File: config.mk
export PLATFORM = sky130hd
export DESIGN_NAME = adder_tree_feeder
export DESIGN_NICKNAME = d
export VERILOG_FILES = /design/src/rtl/adder_tree_feeder.sv
export SDC_FILE = /design/constraint.sdc
export NUM_CORES = 1
export LEC_CHECK = 0
export BUFFER_PORTS_ARGS = -buffer_cell sky130_fd_sc_hd__buf_2
export CAP_MARGIN = 10
export CORE_ASPECT_RATIO = 0.5
export CORE_MARGIN = 2
export CORE_UTILIZATION = 47
export DETAILED_ROUTE_END_ITERATION = 12
export HOLD_SLACK_MARGIN = 0.12
export PLACE_DENSITY = 0.76
export SKIP_CTS_REPAIR_TIMING = 1
export SLEW_MARGIN = 20
export SYNTH_ARGS = -nofsm -noshare
export SYNTH_HDL_FRONTEND = slang
export SYNTH_SLANG_ARGS = --single-unit
File: constraint.sdc
create_clock -name clk -period 1.4 [get_ports clk]
set_input_delay 0.14 -clock clk [delete_from_list [all_inputs] [get_ports clk]]
set_output_delay 0.14 -clock clk [all_outputs]
set_load 0.1 [all_outputs]
File: src/rtl/adder_tree_feeder.sv
// adder_tree_feeder: collects up to eight operands into lanes, presents them to an external adder tree and holds the returned sum
module adder_tree_feeder #(
  parameter int ADDER_WIDTH  = 10,
  parameter int LEVELS       = 2,
  parameter int TREE_LATENCY = 2
) (
  input  logic                     clk,
  input  logic                     rst_n,
  input  logic                     in_valid,
  output logic                     in_ready,
  input  logic [ADDER_WIDTH-1:0]   in_data,
  input  logic                     in_last,
  output logic [8*ADDER_WIDTH-1:0] op_bus,
  output logic                     op_valid,
  input  logic [ADDER_WIDTH+2:0]   tree_sum,
  output logic                     out_valid,
  input  logic                     out_ready,
  output logic [ADDER_WIDTH+2:0]   out_sum
);
  localparam int W = ADDER_WIDTH;
  localparam logic [W+2:0] KEEP = {LEVELS == 2 ? 1'b0 : 1'b1, {(W+2){1'b1}}};
  typedef enum logic [1:0] {FILL, WAIT, HOLD} state_t;
  state_t state, state_nx;
  logic [2:0] fill_cnt;
  logic [3:0] lat;
  logic [W-1:0] lane [8];
  logic live, take, done, hit;
  // live keeps in_ready low until the first edge after reset release
  assign in_ready  = live && state == FILL;
  assign op_valid  = state == WAIT;
  assign out_valid = state == HOLD;
  assign take = in_valid && in_ready;
  assign done = out_valid && out_ready;
  assign hit  = lat == 4'(TREE_LATENCY - 1);
  genvar i;
  for (i = 0; i < 8; i++) begin : g_lane
    assign op_bus[i*W +: W] = lane[i];
  end
  always_comb begin
    state_nx = (state == FILL && take && (in_last || &fill_cnt)) ? WAIT :
               (state == WAIT && hit) ? HOLD :
               (state == HOLD && out_ready) ? FILL : state;
  end
  always_ff @(posedge clk or negedge rst_n) begin
    if (!rst_n) begin
      state    <= FILL;
      live     <= 1'b0;
      fill_cnt <= '0;
      lat      <= '0;
      out_sum  <= '0;
      for (int k = 0; k < 8; k++) lane[k] <= '0;
    end else begin
      live  <= 1'b1;
      state <= state_nx;
      lat   <= op_valid ? lat + 4'd1 : 4'd0;
      if (take) begin
        lane[fill_cnt] <= in_data;
        fill_cnt       <= fill_cnt + 3'd1;
      end
      if (done) begin
        fill_cnt <= '0;
        for (int k = 0; k < 8; k++) lane[k] <= '0;
      end
      if (op_valid && hit) out_sum <= tree_sum & KEEP;
    end
  end
endmodule

==> summary.txt <==
Status
  – Outcome: finished, violations left
  – Failing checks: negative setup slack

Detailed routing
  – Post-route ant nets: 0
  – 1st-pass router iterations: 5
  – Iteration-0 DRC count of the detailed router: 360
  – DR DRC count: 0
  – Wire per inst: 20.9 um
  – Vias: 4,068
  – Uppermost routed layer: met4
  – Metal2 WL: 6.89 mm
  – Met3 wire length: 1.22 mm
  – Via density: 5.89
  – WL met1: 5.54 mm
  – Routed WL: 14.4 mm

Layout
  – Register area: approximately 2600 um^2
  – Most common cell after layout, fill and taps aside: buf_2
  – Final-stage net count: 601
  – Antenna diode count: 0
  – Fin area: between 6000 and 7000 um^2
  – Fillers: 558
  – Highest-count cells in the layout ignoring fill and taps: buf_2 (117), dfrtp_1 (100), o211ai_1 (50)
  – Area of the multi-input gates: between 1500 and 2000 um^2
  – Layout Cells excl Fill: 691
  – Share of cells above drive strength 1: 46.9%
  – Area Growth Syn to Fin: 53.1%

Setup path
  – Critical path's slowest cell: dfrtp_2
  – Critical path class: register to register
  – R2R Path Start: state[0]
  – Max Fanout on Critical Path: 6
  – Setup crit start: state[0]
  – Worst setup path end: op_bus[60]
  – WP data required: approximately 1.6 ns
  – R2r setup slk: -0.18 ns
  – Worst setup EP type: register
  – Worst setup SP type: register
  – Critical path's most frequent cell: buf_6
  – Buf/Inv on CP: 4
  – Critical path's largest stage delay: between 0.4 and 0.5 ns
  – Worst R2R Path Depth: 7
  – Largest delay share family, worst path: buffers and inverters
  – Critical Path AT: 1.80 ns
  – RR Endpoint: op_bus[60]
  – Worst-path cell chain: buf_6 > nand3b_1 > buf_6 > clkbuf_16 > buf_12 > o211ai_1 > o21ai_0
  – CP Depth: 7

Timing
  – Worst-margin pin slew: 0.534 ns
  – Final-report hold violation count: 0
  – Setup ws final: -0.176 ns
  – Post-route minimum period: 1.58 ns
  – Rel. slew slack: 64.6%
  – Fin Setup TNS: -6.97 ns
  – Clk_skew: 0.0136 ns
  – RSZ-0062 raised after global routing: yes
  – Final setup vio count: 91
  – Final Cycle Share: 113%
  – Fmax: 634 MHz
  – Final Max Tran Viols: 0

Logic synthesis
  – Number of synthesized flops with an enable pin: 0
  – Seq cells post-synth: around 100
  – Mean Syn Cell Area: around 11 um^2
  – Top FF cell, synth: dfrtp_1
  – Share of the synthesized area in the top cell type: 59.1%
  – Net Count, Synth: 409
  – Synth area leader: dfrtp_1
  – Seq/Total Area, Yosys: between 50% and 60%
  – Number of library cell types mapped by synthesis: 35
  – Syn Inst Count: 377
  – Synth top area cells: dfrtp_1 (59%), o211ai_1 (8.7%), mux2i_1 (5.3%)
  – Synth Warn #: 0
  – Mapped cell area: between 4000 and 5000 um^2
  – Async set or reset register ratio after synthesis: 100%

Place
  – GP Congestion: 0.869
  – Place WS: -0.138 ns
  – Placed Instance Area: approximately 5500 um^2
  – Placed insts: ~640
  – Port Buffers: between 100 and 150
  – Detailed Place HPWL: 7.99 mm

GRT
  – Initial antenna violation count: 0
  – Vias in the first global route: between 3,000 and 4,000
  – Largest net degree at the start of global routing: 45
  – First-pass GRT wire length: 18.5 mm
  – GRT Util Overall: 23.9%
  – Grt total ovfl: 0

Floorplanning
  – Rows: 24
  – Die X: 140 um
  – Initial Util: 49.1%
  – # IOs: 124
  – Core box area: slightly below 9000 um^2
  – Total die area: 10,000 um^2
  – Die Ht: just over 70 um

Clock tree
  – Number of H-tree levels: 3
  – Root buf cell: clkbuf_16
  – Clock-pin slew on the worst setup and hold paths: roughly 0.07 ns
  – CTS tree: yes
  – Clock sink count: 102
  – Max clock buf depth: 2
  – Worst skew pair latency: 0.36 ns
  – CTS Buf Count: 9

Flow run
  – Maxcap violations: 0

Hold path
  – Min-delay worst type: input pin to register
-- routing by layer --
metal	vias up	global-route usage, %
met5	-	0
met4	0	7.67
met3	73	6.15
met2	258	38.7
met1	2000	32.4
li1	1737	-
-- area by class of cell --
class	count	share of cell area (%)
clock buffer	10	3.47
clock inverter	6	1.38
inverter	3	0.208
multi-input combinational	237	27.1
sequential	102	38.7
tap	117	2.22
timing repair buffer	216	27.0
-- state kept, by name, summed over array words and instances, names as in the netlist --
name,cells
op_bus,80
out_sum,12
lat,4
fill_cnt,3
state,2
live,1
-- cells by family after synthesis --
logic type,synth area share [%]
xor+xnor,0.609
mux,8.46
other cells,0.174
simple gates,10.1
buf+inv,4.41
fa+ha+maj,1.16
compound gates,15.9
flops,59.1
-- how the worst min path moves through the flow --
stage,startpoint,end,slack (ns),depth (start not counted)
after floorplan,rst_n,fill_cnt[0],-0.16,0
after global placement,rst_n,out_sum[2],0.04,1
after detailed placement,rst_n,lat[1],0.04,1
after CTS,rst_n,lat[1],-0.34,1
after global routing,in_last,state[0],0.13,3
final,out_ready,state[1],0.10,3
-- cells in the mapped netlist, drive strengths merged (2+ instances only) --
library cell / number
o21ai: 58
or2: 5
dfrtp: 102
nand2: 45
nand3b: 4
mux2i: 23
ha: 4
nand3: 9
inv: 3
a21oi: 3
and2: 2
nor2: 6
mux2: 12
xnor2: 2
clkbuf: 18
or3b: 2
conb: 2
o211ai: 50
buf: 17
-- worst reg2reg max path, cell delays in order (launching register included) --
cell       delay, ns
dfrtp_2         0.43
buf_6           0.14
nand3b_1        0.16
buf_6           0.16
clkbuf_16       0.17
buf_12          0.13
o211ai_1        0.11
o21ai_0         0.15
-- stage by stage --
stage / utilization, % / hold WS (ns)
finish: 75.1 / 0.104
global route: 75.1 / 0.127
CTS: 66.2 / -0.336
detailed placement: 62.6 / 0.0411
global placement: 62.6 / 0.0411
floorplan: - / -0.156
Power is not shown: default switching activity piles up to over one toggle a cycle in this logic, so the estimate is an artifact.
